File: config.mk
export PLATFORM = sky130hd
export DESIGN_NAME = weapon_fire_scheduler
export DESIGN_NICKNAME = d
export VERILOG_FILES = /design/src/rtl/weapon_fire_scheduler.sv
export SDC_FILE = /design/constraint.sdc
export NUM_CORES = 1
export LEC_CHECK = 0
export ABC_AREA = 1
export BUFFER_PORTS_ARGS = -buffer_cell sky130_fd_sc_hd__buf_2
export CAP_MARGIN = 30
export CORE_AREA = 2 2 85 87
export DETAILED_ROUTE_END_ITERATION = 10
export DIE_AREA = 0 0 87 89
export GPL_ROUTABILITY_DRIVEN = 0
export GPL_TIMING_DRIVEN = 0
export HOLD_SLACK_MARGIN = 0.05
export PLACE_DENSITY = 0.59
export SYNTH_ARGS = -nofsm -noshare
export SYNTH_HDL_FRONTEND = slang
export SYNTH_SLANG_ARGS = --single-unit
File: constraint.sdc
create_clock -name clk -period 5.6 [get_ports clk]
set_input_delay 1.12 -clock clk [delete_from_list [all_inputs] [get_ports clk]]
set_output_delay 1.12 -clock clk [all_outputs]
set_load 0.01 [all_outputs]
File: src/rtl/weapon_fire_scheduler.sv
// Round-robin fire scheduler owning the shared ammo pool: reload, fire, cooldown.
// Optional multi-shot bursts per grant when WEAPONS_BURST_EN is defined.
module weapon_fire_scheduler #(
  parameter int unsigned NREQ      = 4,
  parameter int unsigned AW        = 9,
  parameter int unsigned COOLDOWN  = 3,
  parameter int unsigned INIT_AMMO = 0,
  parameter int unsigned BURST_LEN = 3
) (
  input  logic            clk,
  input  logic            rst,
  input  logic [3:0]      mode,
  input  logic [NREQ-1:0] req,
  input  logic [AW-1:0]   rate,
  input  logic            reload_req,
  input  logic [AW-1:0]   max_ammo,
  output logic [NREQ-1:0] grant,
  output logic            fire,
  output logic [AW-1:0]   ammo,
  output logic            busy,
  output logic            error,
  output logic [1:0]      state
);

  localparam int unsigned PW = (NREQ > 1) ? $clog2(NREQ) : 1;
  localparam int unsigned CW = $clog2(COOLDOWN + 1);
  localparam logic [3:0]  ATTACK = 4'b0010;

  if (NREQ < 2 || COOLDOWN < 1 || BURST_LEN < 1) begin : g_param_check
    $error("weapon_fire_scheduler: NREQ>=2, COOLDOWN>=1, BURST_LEN>=1 required");
  end

  typedef enum logic [1:0] {
    IDLE   = 2'b00,
    FIRE   = 2'b01,
    COOL   = 2'b10,
    RELOAD = 2'b11
  } state_t;

  state_t        st;
  logic [PW-1:0] ptr;
  logic [PW-1:0] win;
  logic [PW-1:0] win_r;
  logic [CW-1:0] cnt;
  logic          found;
  logic          attack;
  logic          legal;
  logic          burst_more;
  logic [AW-1:0] ammo_inc;

  assign attack   = (mode == ATTACK);
  assign legal    = attack && (ammo >= rate);
  assign ammo_inc = (ammo < max_ammo) ? ammo + AW'(1) : ammo;
  assign state    = st;

  // First set request at or above ptr, wrapping modulo NREQ.
  always_comb begin
    win   = '0;
    found = 1'b0;
    for (int unsigned i = 0; i < NREQ; i++) begin
      logic [PW-1:0] idx;
      idx = PW'((32'(ptr) + i) % NREQ);
      if (!found && req[idx]) begin
        win   = idx;
        found = 1'b1;
      end
    end
  end

`ifdef WEAPONS_BURST_EN
  localparam int unsigned BCW = $clog2(BURST_LEN + 1);
  logic [BCW-1:0] bcnt;

  assign burst_more = (bcnt < BCW'(BURST_LEN)) && req[win_r] && attack &&
                      (ammo >= rate) && ((ammo - rate) >= rate);

  always_ff @(posedge clk or negedge rst) begin
    if (!rst)
      bcnt <= '0;
    else if (st == IDLE)
      bcnt <= BCW'(1);
    else if (st == FIRE && burst_more)
      bcnt <= bcnt + BCW'(1);
  end
`else
  assign burst_more = 1'b0;
`endif

  always_ff @(posedge clk or negedge rst) begin
    if (!rst) begin
      st    <= IDLE;
      ammo  <= AW'(INIT_AMMO);
      ptr   <= '0;
      win_r <= '0;
      cnt   <= '0;
      grant <= '0;
      fire  <= 1'b0;
      error <= 1'b0;
      busy  <= 1'b0;
    end else begin
      error <= 1'b0;
      case (st)
        IDLE: begin
          if (reload_req) begin
            st   <= RELOAD;
            busy <= 1'b1;
          end else if (found && legal) begin
            st    <= FIRE;
            busy  <= 1'b1;
            fire  <= 1'b1;
            grant <= NREQ'(1) << win;
            win_r <= win;
          end else if (found) begin
            error <= 1'b1;
          end
        end
        FIRE: begin
          if (ammo >= rate)
            ammo <= ammo - rate;
          // fire/grant hold through a burst; the pointer moves only once it ends.
          if (!burst_more) begin
            fire  <= 1'b0;
            grant <= '0;
            ptr   <= (win_r == PW'(NREQ - 1)) ? '0 : win_r + PW'(1);
            cnt   <= CW'(COOLDOWN);
            st    <= COOL;
          end
        end
        COOL: begin
          if (cnt <= CW'(1)) begin
            cnt  <= '0;
            st   <= IDLE;
            busy <= 1'b0;
          end else begin
            cnt <= cnt - CW'(1);
          end
        end
        RELOAD: begin
          ammo <= ammo_inc;
          if (!reload_req || ammo_inc >= max_ammo) begin
            st   <= IDLE;
            busy <= 1'b0;
          end
        end
        default: st <= IDLE;
      endcase
    end
  end

endmodule

==> flow_results.org <==
** Synthesis
- Cells after synthesis :: around 400
- Counting flops with an async set or reset pin after synthesis yields a share of 100%.
- During synthesis, Yosys emitted a total of 0 warnings.
- Most common cell in the netlist :: sky130_fd_sc_hd__nand2_1
- The synthesized design contains 24 register bits.
- Fraction of synthesized cell area taken by the top area cell type :: 22.4%
- Seq/Total Area, Yosys :: 22.4%
- The biggest area contributor in the post-synthesis netlist is sky130_fd_sc_hd__dfrtp_1.
- Dividing the synthesized area by the synthesized cell count gives around 6.7 um^2.
- Count of different cell masters after synthesis :: 38
- For this run, the leading register cell type out of synthesis is sky130_fd_sc_hd__dfrtp_1.
- Mapped Area :: roughly 2700 um^2
- Yosys mapped a number of flops with a built-in enable equal to 0.
- Synthesis produced a netlist with a net count of 462.
- Area contributors post-synth :: sky130_fd_sc_hd__dfrtp_1, sky130_fd_sc_hd__nand2_1, sky130_fd_sc_hd__ha_1, sky130_fd_sc_hd__inv_1, sky130_fd_sc_hd__nand3_1
- Most frequent cells after synthesis :: sky130_fd_sc_hd__nand2_1, sky130_fd_sc_hd__inv_1, sky130_fd_sc_hd__ha_1, sky130_fd_sc_hd__nand3_1, sky130_fd_sc_hd__nor2_1

** Min path
- The path class of the tightest hold or removal check is reg2reg.
- Counting instances, the worst hold path has a depth of 2.

** Timing
- At the pin with the least slew margin, the transition time is approximately 0.62 ns.
- Fmax :: 0.271 GHz
- Worst rel slew slack :: 58.3%
- Setup-failing EPs final :: 0
- Setup repair after global routing missed its margin :: no
- The final critical path takes up 65.9% of the cycle.
- The count of pins over their slew limit is 0.
- Summed over all failing endpoints, the final setup total negative slack is 0 ns.
- Final critical-path required period :: 3.69 ns
- After layout, the worst setup slack is 1.91 ns.
- The total count of hold-check failures in the final report was 0.
- Clock skew after layout :: 0.00435 ns

** Finish
- The final layout contains 513 nets.
- Design Area, Final :: 3080 um^2
- Antenna cell count :: 0
- The finished layout holds 529 standard cells, fillers aside.
- Fillers :: 711
- From synthesis to final layout, the design area changed by 15.0%.
- Register cell area after layout :: 601 um^2
- Once layout is complete, the utilization of the core stands at 45.9%.
- Cells with a size suffix above 1 make up 18.7% of the layout.
- Summing all multi-input logic gate instances after layout gives roughly 1800 um^2.

** Critical path
- Ordered cell list for the critical path :: buf_2, inv_1, ha_1, a21oi_1, nor2_1, nor3b_4, nand2_2, nand2_1, nand2_1, inv_1, ha_1, a21o_1, nor2_1, nand3_1, nor2_1, nand3_1, nand2_1, inv_1, nand4_1, nand2_1
- Crit path DAT :: 3.85 ns
- Data required time at the worst endpoint :: 5.76 ns
- Along the worst path, the maximum fanout reaches 10.
- Cells on worst reg2reg path :: 18
- Among cell families on the critical path, the largest total delay comes from simple AND/OR/NAND/NOR gates.
- CP max stage delay :: 0.42 ns
- The critical path runs through a total of 20 cells.
- CP max stage cell :: sky130_fd_sc_hd__nor3b_4
- The cell that appears most often on the critical path is sky130_fd_sc_hd__nand2_1.
- STA classifies the critical path startpoint as a primary input.
- The number of buffers and inverters on the critical path is 4.
- The critical path is of the in2reg type.
- Kind of end point of the critical path :: flip-flop

** Detailed routing
- Met3 Routed Length :: 181 um
- For this block, wires on met1 add up to 3.18 mm.
- DR iter-0 viols :: 80
- The detail route stage leaves a number of antenna-violating nets equal to 0.
- Number of iterations in the first detailed-routing pass :: 4
- Highest metal layer with signal wires :: met4
- Met2 routed wirelength :: 2.87 mm
- Across all layers, the routed design uses 2560 vias.
- DRC violations left :: 0
- Routed len/inst :: 11.9 um
- Number of vias per cell :: 4.84
- Summed over all layers, the routed wires come to 6.27 mm.

** CTS
- Clock transition at the registers of the reported paths :: 0.09 ns
- Once the clock tree was built, the setup fixing pass inserted 0 buffers.
- The longest clock path from root to sink contains 2 buffers.
- Clock latency at the later pin of the worst-skew pair :: 0.27 ns
- H-tree Lvls :: 1
- Post-cts gate resize count :: 0
- Post-cts hold buffer count :: 0
- TritonCTS built the clock tree.
- The tree is rooted in a sky130_fd_sc_hd__clkbuf_8.
- Cts bufs inserted :: 3
- Clock tree synthesis found a total of 24 sinks.

** Power and ir drop
- In this run the static leakage power is ~1.8 nW.
- Worst vdd rail ir drop :: 0.231 mV
- Total power per unit cell area :: approximately 570 nW/um^2

** Floorplanning
- The core region is 6720 um^2.
- Initial cell density of the core :: between 30 and 40%
- The floorplan has 30 rows.
- The die is between 80 and 90 um tall.
- Die width :: 87 um
- The die covers 7740 um^2.
- I/O pin total :: 47

** Global routing
- Wire length of the first global-routing pass :: 10.6 mm
- Largest net degree at the start of global routing :: 25
- The via count of the first global-routing pass is roughly 2300.
- Total congestion overflow :: 0
- Initial antenna violation count :: 0
- Global routing used 17.1% of the available tracks across all layers.

** Placement
- Number of port buffers :: 46
- HPWL after detailed placement :: 5.08 mm
- Prior to clock tree synthesis, the placed netlist has a worst setup slack of approximately 1.7 ns.
- Summing all placed instances gives a cell area of 3010 um^2.
- Cell total after placement :: 525

** Flow run
- Max Cap Viol :: 0

** Outcome
- Result of the run :: finished, final reports clean
[cell type report]
cell class              instances  area share [%]
multi-input cells             305            58.6
clock inverters                 1           0.974
inverters                      66            8.04
clock buffers                   3            1.34
well taps                      80            3.25
plain buffers                   4           0.853
flip-flops and latches         24            19.5
repair buffers                 46            7.47
[where the power goes]
part           total (W)  internal (W)  switching (W)
clock           0.000155     0.0000956      0.0000593
combinational    0.00126      0.000488       0.000774
sequential      0.000340      0.000245      0.0000946
[final timing paths]
kind | startpoint | end | slack, ns
worst max-delay path | max_ammo[6] | busy | 1.91
worst min-delay path | grant[1] | grant[1] | 0.49
worst max register to register | ammo[6] | busy | 2.39
worst min register to register | grant[1] | grant[1] | 0.49
max in group asynchronous | rst | ammo[5] | 4.38
min in group asynchronous | rst | win_r[0] | 0.84
[metal layers]
layer,GRT usage (%),vias up
li1,-,1381
met1,23.9,1132
met2,29.1,45
met3,1.39,2
met4,3.41,0
met5,0,-
[cells by family after synthesis]
| logic type | after synthesis | synth area share (%) |
|---|---|---|
| xor+xnor | 10 | 3.27 |
| fa+ha+maj | 34 | 16.2 |
| compound gates | 46 | 10.4 |
| flops | 24 | 22.4 |
| buf+inv | 70 | 10.2 |
| simple gates | 215 | 37.6 |
[worst register-to-register path, delay by kind of cell, from the launching register on]
family	cells	cell delay (ns)
flops	1	0.48
fa+ha+maj	2	0.58
buf+inv	2	0.11
compound gates	2	0.36
simple gates	12	1.56
[through the flow]
step	hold WS, ns	total power [W]
floorplan	0.453	0.00130
global placement	0.462	0.00159
detailed placement	0.469	0.00160
CTS	0.492	0.00177
global route	0.536	0.00198
finish	0.486	0.00176
[flip-flops by register name (all words and copies together) (netlist names)]
signal and cells:
fire 1, error 1, busy 1, state 2, ptr 2, cnt 2, grant 4, ammo 9
win_r 2
[layout by cell type, fill, tap and decap left out, drive strengths merged]
| cell type | count |
|---|---|
| nand2 | 133 |
| o22ai | 1 |
| bufinv | 1 |
| nor2 | 29 |
| nor3b | 3 |
| nand3 | 36 |
| dfrtp | 24 |
| nor3 | 3 |
| a31oi | 3 |
| a21oi | 15 |
| o31ai | 1 |
| xor2 | 7 |
| or2 | 2 |
| o211ai | 1 |
| nand3b | 2 |
| ha | 33 |
| buf | 48 |
| inv | 66 |
| o21ai | 22 |
| clkbuf | 5 |
| a21o | 2 |
| xnor2 | 3 |
| o21bai | 1 |
| fa | 1 |
| nand4 | 6 |
| nor4 | 1 |
Power figures use the tool's default switching activity.
